### src/rtl/mul_issue_ctrl.sv
// rtl/mul_issue_ctrl.sv - issue, in-flight tracking and result buffering for the 2-stage multiplier
module mul_issue_ctrl #(
   parameter int FIFO_DEPTH = 4
) (
   input  logic        clk,
   input  logic        rst,
   input  logic        req_valid,
   output logic        req_ready,
   input  logic [2:0]  req_funct3,
   input  logic [31:0] req_rs1,
   input  logic [31:0] req_rs2,
   input  logic [4:0]  req_rd,
   input  logic        flush,
   output logic        mul_start,
   output logic [31:0] mul_a,
   output logic [31:0] mul_b,
   output logic [2:0]  mul_ctrl,
   input  logic [31:0] mul_result,
   input  logic        mul_done,
   output logic        resp_valid,
   input  logic        resp_ready,
   output logic [31:0] resp_data,
   output logic [4:0]  resp_rd,
   output logic        busy
);

   localparam int PW = (FIFO_DEPTH > 1) ? $clog2(FIFO_DEPTH) : 1;
   localparam int CW = $clog2(FIFO_DEPTH + 1);

   typedef logic [PW-1:0] ptr_t;
   typedef logic [CW-1:0] cnt_t;

   localparam ptr_t LAST_PTR = ptr_t'(FIFO_DEPTH - 1);
   localparam cnt_t DEPTH_C  = cnt_t'(FIFO_DEPTH);

   // tracking pipe: one {valid, rd} per multiplier stage
   logic        v0_q, v0_d, v1_q, v1_d;
   logic [4:0]  rd0_q, rd0_d, rd1_q, rd1_d;

   // result buffer and its bookkeeping
   logic [31:0] fifo_data_q [FIFO_DEPTH];
   logic [4:0]  fifo_rd_q   [FIFO_DEPTH];
   ptr_t        rd_ptr_q, rd_ptr_d, wr_ptr_q, wr_ptr_d;
   cnt_t        count_q, count_d;

   // in-flight plus buffered operations; caps acceptance so a push never finds the buffer full
   cnt_t        occ_q, occ_d;

   logic        accept, push, pop;

   function automatic ptr_t ptr_inc(input ptr_t p);
      return (p == LAST_PTR) ? '0 : p + ptr_t'(1);
   endfunction

   // handshake, issue to the multiplier and head-of-buffer outputs
   always_comb begin
      req_ready  = !rst && !flush && (occ_q < DEPTH_C);
      accept     = req_valid && req_ready;
      mul_start  = accept;
      mul_a      = accept ? req_rs1 : '0;
      mul_b      = accept ? req_rs2 : '0;
      mul_ctrl   = accept ? req_funct3 : '0;
      resp_valid = (count_q != '0);
      resp_data  = fifo_data_q[rd_ptr_q];
      resp_rd    = fifo_rd_q[rd_ptr_q];
      busy       = (occ_q != '0);
      // a completion with no live stage-1 entry belongs to a killed op and is dropped
      push       = v1_q && mul_done;
      pop        = resp_valid && resp_ready && !flush;
   end

   // next-state for pipe, pointers, count and occupancy; flush discards everything
   always_comb begin
      v0_d     = accept;
      rd0_d    = req_rd;
      v1_d     = v0_q;
      rd1_d    = rd0_q;
      rd_ptr_d = rd_ptr_q;
      wr_ptr_d = wr_ptr_q;
      count_d  = count_q;
      occ_d    = occ_q;
      if (push) begin
         wr_ptr_d = ptr_inc(wr_ptr_q);
      end
      if (pop) begin
         rd_ptr_d = ptr_inc(rd_ptr_q);
      end
      if (push && !pop) begin
         count_d = count_q + cnt_t'(1);
      end else if (pop && !push) begin
         count_d = count_q - cnt_t'(1);
      end
      if (accept && !pop) begin
         occ_d = occ_q + cnt_t'(1);
      end else if (pop && !accept) begin
         occ_d = occ_q - cnt_t'(1);
      end
      if (flush) begin
         v0_d     = 1'b0;
         v1_d     = 1'b0;
         rd_ptr_d = '0;
         wr_ptr_d = '0;
         count_d  = '0;
         occ_d    = '0;
      end
   end

   // control state registers with synchronous reset
   always_ff @(posedge clk) begin
      if (rst) begin
         v0_q     <= 1'b0;
         v1_q     <= 1'b0;
         rd0_q    <= '0;
         rd1_q    <= '0;
         rd_ptr_q <= '0;
         wr_ptr_q <= '0;
         count_q  <= '0;
         occ_q    <= '0;
      end else begin
         v0_q     <= v0_d;
         v1_q     <= v1_d;
         rd0_q    <= rd0_d;
         rd1_q    <= rd1_d;
         rd_ptr_q <= rd_ptr_d;
         wr_ptr_q <= wr_ptr_d;
         count_q  <= count_d;
         occ_q    <= occ_d;
      end
   end

   // buffer storage needs no reset; only entries below count are ever presented
   always_ff @(posedge clk) begin
      if (push) begin
         fifo_data_q[wr_ptr_q] <= mul_result;
         fifo_rd_q[wr_ptr_q]   <= rd1_q;
      end
   end

endmodule

### config.mk
export PLATFORM = sky130hd
export DESIGN_NAME = mul_issue_ctrl
export DESIGN_NICKNAME = d
export VERILOG_FILES = /design/src/rtl/mul_issue_ctrl.sv
export SDC_FILE = /design/constraint.sdc
export NUM_CORES = 1
export LEC_CHECK = 0
export CORE_ASPECT_RATIO = 1.1
export CORE_MARGIN = 2
export CORE_UTILIZATION = 43
export CTS_BUF_LIST = sky130_fd_sc_hd__clkbuf_8
export DETAILED_ROUTE_END_ITERATION = 7
export GPL_ROUTABILITY_DRIVEN = 0
export PLACE_DENSITY = 0.82
export SLEW_MARGIN = 15
export SYNTH_ARGS = -nofsm -noshare
export SYNTH_HDL_FRONTEND = slang
export SYNTH_SLANG_ARGS = --single-unit
### constraint.sdc
create_clock -name clk -period 2.63 [get_ports clk]
set_input_delay 0.789 -clock clk [delete_from_list [all_inputs] [get_ports clk]]
set_output_delay 0.789 -clock clk [all_outputs]
set_load 0.05 [all_outputs]
; After elaboration in Yosys (flattened, before gate mapping)
; Memories as Yosys holds them, arrays and structs flattened. A register that Yosys moved wholly into a read port is not among the register bits.
; Cells that the tools add are included.
[word_totals]
reg_bits = 22
ramBits = 148
in_bits = 110
out_inout_bits = 108
wordCells = 54
mem_count = 2
[memory_table]
columns = memory, depth, word_bits, rd, rd_ports_with_merged_regs, write_ports, line_no
row1 = fifo_data_q, 4, 32, 1, 1, 1, 41  ; logic [31:0] fifo_data_q [FIFO_DEPTH];
row2 = fifo_rd_q, 4, 5, 1, 1, 1, 42  ; logic [4:0] fifo_rd_q [FIFO_DEPTH];
[op_classes]
add_sub_neg = 6
magnitude_cmp = 1
eq_ne = 2
n_mux = 15
n_reduce_logical = 20
[ops]
columns = cell, count
row1 = $mux W32, 2
row2 = $mux W3, 5
row3 = $mux W2, 6
row4 = $logic_and A1 B1 Y1, 10
row5 = $add A3 B1 Y3 const B, 2
row6 = $reduce_bool A3 Y1, 2
row7 = $sub A3 B1 Y3 const B, 2
row8 = $logic_not A1 Y1, 5
row9 = $add A2 B1 Y2 const B, 2
row10 = $eq A2 B2 Y1 const B, 2
row11 = $reduce_bool A2 Y1, 2
row12 = $lt A3 B3 Y1 const B, 1
row13 = $mux W1, 2
row14 = $reduce_or A2 Y1, 1

; Logic depth before layout (Yosys ltp)
; Gate-level depths: netlist of the first run.
[logic_depth]
depth_word = 8
mapped_depth = 9
depth_no_buf = 8

; Worst setup path before layout of the first run
; No wires, ideal clock.
[synth_timing]
kind = in2reg
start = input rst
end = register occ_q[2]
setup_ns = 0.071
t_arrival_ns = 2.844
t_required_ns = 2.559
setup_slack_ns = -0.285
path_stages = 9
path_buffers = 1
path_cell_list = or2_4 nor3b_4 buf_2 ha_1 inv_1 fa_1 xor2_1 or3_1 a21oi_1
[synth_via]
elab_chain_len = 7
word_cells_on_any_way = 10
classes_between = mux: 1 / reduce/logical: 9
[synth_rtl]
columns = item, line_no
row1 = start: declaration, 6  ; input logic rst,
row2 = $logic_not A1 Y1 (*), 57  ; req_ready = !rst && !flush && (occ_q < DEPTH_C);
row3 = $logic_and A1 B1 Y1 (*) (2 in a row), 57
row4 = $logic_and A1 B1 Y1 (*), 58  ; accept = req_valid && req_ready;
row5 = named net mul_start, 14  ; output logic mul_start,
row6 = $logic_not A1 Y1, 95  ; end else if (pop && !accept) begin
row7 = $logic_and A1 B1 Y1, 95
row8 = $reduce_bool A2 Y1 (no source line), --
row9 = end signal: assignment, 118  ; occ_q <= '0;
row10 = end signal: assignment, 127  ; occ_q <= occ_d;
row11 = end: declaration, 47  ; cnt_t occ_q, occ_d;
; Mark *: on every way through the listed nets, which the timed path passes. The rest lies on a longest branch.
; A chain may end at the register's enable or synchronous reset.

; Final worst setup path of the first run
[layout_timing]
start = input rst
end = output mul_b[19]
[layout_via]
elab_chain_len = 5
[layout_rtl]
columns = item, line_no
row1 = $logic_not A1 Y1, 57
row2 = $logic_and A1 B1 Y1 (2 in a row), 57
row3 = $logic_and A1 B1 Y1, 58
row4 = $mux W32, 61  ; mul_b = accept ? req_rs2 : '0;
row5 = end: declaration, 16  ; output logic [31:0] mul_b,
; Every way passes these cells.

==> flow_summary.toml, run 1 <==
[outcome]
outcome = "finished, violations left"
failed_checks = "negative setup slack"

[critical_path]
critPathRequiredTime_ps = 1840
critPathLaunchType = "input port"
crit_path_end_kind = "output port"
crit_cells = 8
r2r_setup_slack_ps = 300
critPathMaxFanout = 5
crit_arrival_ps = 2010
crit_chain = "buf_6, or2_4, nor3b_4, buf_6, buf_12, buf_16, and2_4, buf_12"
slowest_stage = "or2_4"
crit_buf_inv = 5
criticalPathCategory = "input port to output port"
critPathTopFamily = "buffers and inverters"
ff2ff_path_depth = 8
cpPeakStageDelay_ps = 250

[yosys]
synth_nets = 478
synthMuxAreaShare_pct = 13.1
ys_ff_latch = 172
synth_top_family_by_area = "multiplexers"
syn_inst = 359
synth_xor_xnor_area_share_pct = 0.519
netlist_area_um2 = 6750
netlist-cell-type-count = 27
syn_area_per_cell_um2 = 18.8
synth-simple-area-share_pct = 9.49
seq_area_frac_synth_pct = 72.9
ys_warn_count = 0
synth_compound_area_share_pct = 0.371
synth_adder_area_share_pct = 1.89

[timing]
drv_slew = 0
period_share_pct = 107
slew_headroom_pct = 64.6
max_freq_ghz = 0.357
fin_worst_skew_ps = 13.2
tns_ps = -10430
min_period_ps = 2800
tightest_slew_ps = 533
layout_setup_ws_ps = -173
final_hold_viol_count = 0
setup_viol_count_final = 68
rsz0062_at_grt = "yes"

[layout]
drive_gt1_share_pct = 46.1
final_nets = 740
area_growth_pct = 65.1
nFillCells = 948

[pwr]
leakage_nw = 4.05
finalPower_w = 0.00560
power.density_nw_per_um2 = 503
ir_drop_mv = 0.318

[routing]
routed-wl-met3_um = 1580
drt_iter0_markers = 297
viasPerCell = 5.11
drc = 0
routedWlPerCell_um = 21.5
wl_met2_um = 9900
num_vias = 4265
dr.pass1.iters = 4
totalWireLength_um = 17900
ant_nets = 0
top_layer_used = "met5"
m1WireLength_um = 6310

[global_route]
antenna_found_initial = 3
grt_max_degree = 38
grt_pass1_wl_um = 25000
gr-total-overflow = 0
grt_usage_pct = 20.7
grt_pass1_vias = 4531

[clock_network]
clock_tree.root_cell = "clkbuf_8"
cts_max_level = 4
cts_hold_buf = 0
cts_tree = "built"
cts_sinks = 172
path_clk_slew_ps = 90
numCtsBuffers = 17
clkLatencyLatePin_ps = 440
clock_path_buffers = 2

[place]
dp_hpwl_um = 11700
dp_slack_ps = -564
portBuffers = 217

[job]
maxCapViolations = 0

[hold_path]
hp-class = "flip-flop to flip-flop"
whs_path_depth = 1

[die]
die_y_um = 135
start_util_pct = 43.4
rows = 48
fp.dieW_um = 123
die_area_um2 = 16700
core_um2 = 15600
io_pins = 218
[synthesized netlist by cell type (all sizes together)]
library cell	instances	share of area, %
ha	7	1.3
nand3b	1	0.11
nor3b	2	0.39
mux4	37	12
fa	2	0.59
or2	1	0.13
nor2	8	0.44
and2	68	6.3
xor2	4	0.52
nand3	1	0.074
nor2b	10	0.93
inv	5	0.28
dfxtp	24	7.1
edfxtp	148	66
and3	4	0.37
clkbuf	6	0.35
mux2i	5	0.74
a21oi	3	0.22
nand2	5	0.28
buf	11	1.1
o21ai	2	0.15
or3	5	0.46
[state kept, by name, summed over array words and instances (netlist names), named ones only]
name,cells
fifo_rd_q,20
rd_ptr_q,2
fifo_data_q,128
occ_q,3
count_q,3
rd1_q,5
wr_ptr_q,2
rd0_q,5
v0_q,1
v1_q,1
[timing repair]
action	CTS	global route
resized for setup	56	20
buffers inserted	6	4
endpoints found under the setup margin	108	103
gates cloned	8	5
pin swaps	20	12
[cells in the final DEF, fill, tap and decap left out, types with 4 or more instances in the layout]
cell,instances
dfxtp_1,22
bufinv_16,5
and2_4,33
inv_1,7
edfxtp_1,148
buf_6,41
clkbuf_8,17
xor2_1,4
clkbuf_16,5
and3_2,4
mux2i_1,5
nand2_1,5
mux4_2,37
and2_2,34
nor2b_1,10
ha_1,7
buf_12,85
nor2_1,8
buf_4,13
or3_1,5
buf_16,6
clkdlybuf4s50_1,106
[final timing paths]
| kind | startpoint | end |
|---|---|---|
| max | rst | mul_b[19] |
| min | rd0_q[2] | rd1_q[2] |
| max reg2reg | count_q[0] | count_q[2] |
| min reg2reg | rd0_q[2] | rd1_q[2] |
[metal layers]
layer	vias up	global-route usage (%)
li1	1897	-
met1	2152	22.9
met2	204	37.5
met3	10	7.83
met4	2	4.61
met5	-	0
[per-stage QoR]
stage	instances	utilization (%)	area [µm²]	hold slack, ps
6_report	834	71.7	11100	457
5_1_grt	833	71.7	11100	468
4_1_cts	826	70.4	11000	454
3_5_place_dp	781	64.9	10100	431
3_3_place_gp	781	64.9	10100	417
2_1_floorplan	359	-	6870	406
[worst register-to-register path: stages (launching register included)]
cell	delay, ps
dfxtp_1	360
or3_1	420
nand3b_1	180
ha_1	210
inv_1	60
fa_1	370
xor2_1	180
or3_1	310
a21oi_1	180
[power breakdown]
part / leakage, nW / internal [W] / switching (W)
logic: 2.29 / 0.000337 / 0.000251
registers: 1.54 / 0.00296 / 0.00000719
clock network: 0.223 / 0.00113 / 0.000913
total: 4.05 / 0.00443 / 0.00117
[cell families (layout without fill, tap and decap cells)]
group,count (synthesis),after routing
xor+xnor,4,4
other cells,0,1
simple gates,105,105
fa+ha+maj,9,9
mux,42,42
flops,172,172
buf+inv,22,296
compound gates,5,5
[cell type report]
cell class,count,area [µm²],share of cell area (%)
Timing Repair Buffer,260,3650,32.8
Clock inverter,14,218,1.95
Tap cell,200,250,2.24
Multi-Input combinational cell,165,1840,16.5
Sequential cell,172,4930,44.2
Clock buffer,17,234,2.10
Inverter,5,18.8,0.168
Antenna cell,1,2.50,0.0224
Power figures use the tool's default switching activity.
==> inputs of run 2 (changes only) <==
Settings changed: GPL_TIMING_DRIVEN set to 0.
==> run 2 against run 1 <==
The run still ends with negative setup slack left. First-iteration DRC count shrank 14%. Die area stayed put. Global-route usage shrank 0.99 points. Fmax down 4.9%. Worst hold slack got worse by 21 ps. Critical path depth up 1. Clock power shrank 9%. Final cell count rose by 0.72%. Register-to-register slack lost 70 ps. Design area decreased by 4.1%. Non-clock buffer count up 3. Sequential power about the same.
==> flow_summary.toml, run 2 (synthesized netlist as in run 1, its figures left out) <==
[outcome]
outcome = "finished, violations left"
failed_checks = "negative setup slack"

[critical_path]
criticalPathCategory = "input port to output port"
crit_path_end_kind = "output port"
crit_chain = "buf_8, or2_4, nor3b_4, buf_6, buf_6, buf_6, buf_8, and2_4, buf_8"
critPathLaunchType = "input port"
crit_arrival_ps = 2160
cpPeakStageDelay_ps = 260
critPathRequiredTime_ps = 1840
critPathMaxFanout = 5
slowest_stage = "or2_4"

[routing]
routedWlPerCell_um = 19.4
viasPerCell = 5.06
num_vias = 4248
drt_iter0_markers = 256
totalWireLength_um = 16300
dr.pass1.iters = 4
ant_nets = 0
drc = 0

[layout]
drive_gt1_share_pct = 46.2
regArea_um2 = 4930
nFillCells = 997
fin_area_um2 = 10700
largest_reg_flops = 128
final_cell_mix = "148 x edfxtp_1, 106 x clkdlybuf4s50_1, 72 x buf_8"
top_regs = "fifo_data_q: 128 flops, fifo_rd_q: 20 flops"
multi_input_area_um2 = 1900
final_common_cell = "edfxtp_1"
regMostFlops = "fifo_data_q"
final_nets = 743
area_growth_pct = 58.3

[place]
dp_hpwl_um = 11000
place_area_um2 = 9380
portBuffers = 217
dp_slack_ps = -1380

[hold_path]
hp-class = "flip-flop to flip-flop"

[pwr]
leakage_nw = 3.96
ir_drop_mv = 0.327
power.density_nw_per_um2 = 504

[global_route]
gr-total-overflow = 0
antenna_found_initial = 5
grt_max_degree = 30
grt_pass1_wl_um = 24200
grt_usage_pct = 19.7
grt_pass1_vias = 4640

[timing]
final_hold_viol_count = 0
setup_viol_count_final = 78
max_freq_ghz = 0.339
fin_worst_skew_ps = 15.7
tns_ps = -15680
layout_setup_ws_ps = -318
tightest_slew_ps = 520
holdWs_ps = 436
period_share_pct = 112
slew_headroom_pct = 65.5
rsz0062_at_grt = "yes"
drv_slew = 0
min_period_ps = 2950

[clock_network]
clock_tree.root_cell = "clkbuf_8"
numCtsBuffers = 17
clkLatencyLatePin_ps = 440
clock_path_buffers = 2
cts_tree = "built"
cts_sinks = 172
cts_max_level = 4
path_clk_slew_ps = 90

[die]
fp.dieW_um = 123
io_pins = 218
rows = 48
die_area_um2 = 16700
die_y_um = 135
core_um2 = 15600
start_util_pct = 43.4

[job]
maxCapViolations = 0
run 2: cell types whose count changed in the layout (fill, tap and decap cells not counted), moves of 5 or more:
cell	before	now
buf_12	85	14
buf_8	1	72
and2_2	34	1
and2_4	33	66
buf_6	41	49
buf_16	6	1
buf_4	13	8
inv_4	0	5
run 2: power by group:
part | switching (W) | total, W | internal [W]
Clock | 0.000916 | 0.00186 | 0.000945
Combinational | 0.000246 | 0.000561 | 0.000315
Sequential | 0.00000679 | 0.00297 | 0.00296
run 2: worst paths after layout:
kind	end	slack, ps	start	depth (start not counted)
min	v1_q	440	v0_q	1
min reg2reg	v1_q	440	v0_q	1
max	mul_a[12]	-320	rst	9
max reg2reg	count_q[2]	230	count_q[0]	8
run 2: what timing repair did:
action,CTS,global route
setup endpoints to repair,109,106
hold buffers,0,0
setup buffers,13,7
pin swaps,41,21
resized for setup,853,94
cloned,9,2
endpoints found under the hold margin,0,0
run 2: area by class of cell:
class	count	area share, %
clock buffer	17	2.19
antenna	3	0.0702
clock inverter	15	1.57
tap	200	2.34
inverter	5	0.176
sequential	172	46.1
multi-input combinational	165	17.8
timing repair buffer	247	27.9
buffer	16	1.93
run 2: worst max-delay path: cells and delay by family:
kind,cells,cell delay (ps)
buffers and inverters,6,710
AND/OR/NAND/NOR,3,660
run 2: routing by layer:
layer	vias up	global-route usage, %	routed length, µm
met5	-	0	22
met4	4	7.32	297
met3	18	7.70	1400
met2	191	34.7	8810
met1	2132	21.3	5790
li1	1903	-	-
run 2: stage by stage:
step                total power (W)  utilization, %  cells
finish                      0.00539            68.7    840
global route                0.00558            68.7    839
CTS                         0.00542            66.9    834
detailed placement          0.00349            60.3    780
global placement            0.00348            59.7    776
floorplan                   0.00323               -    359
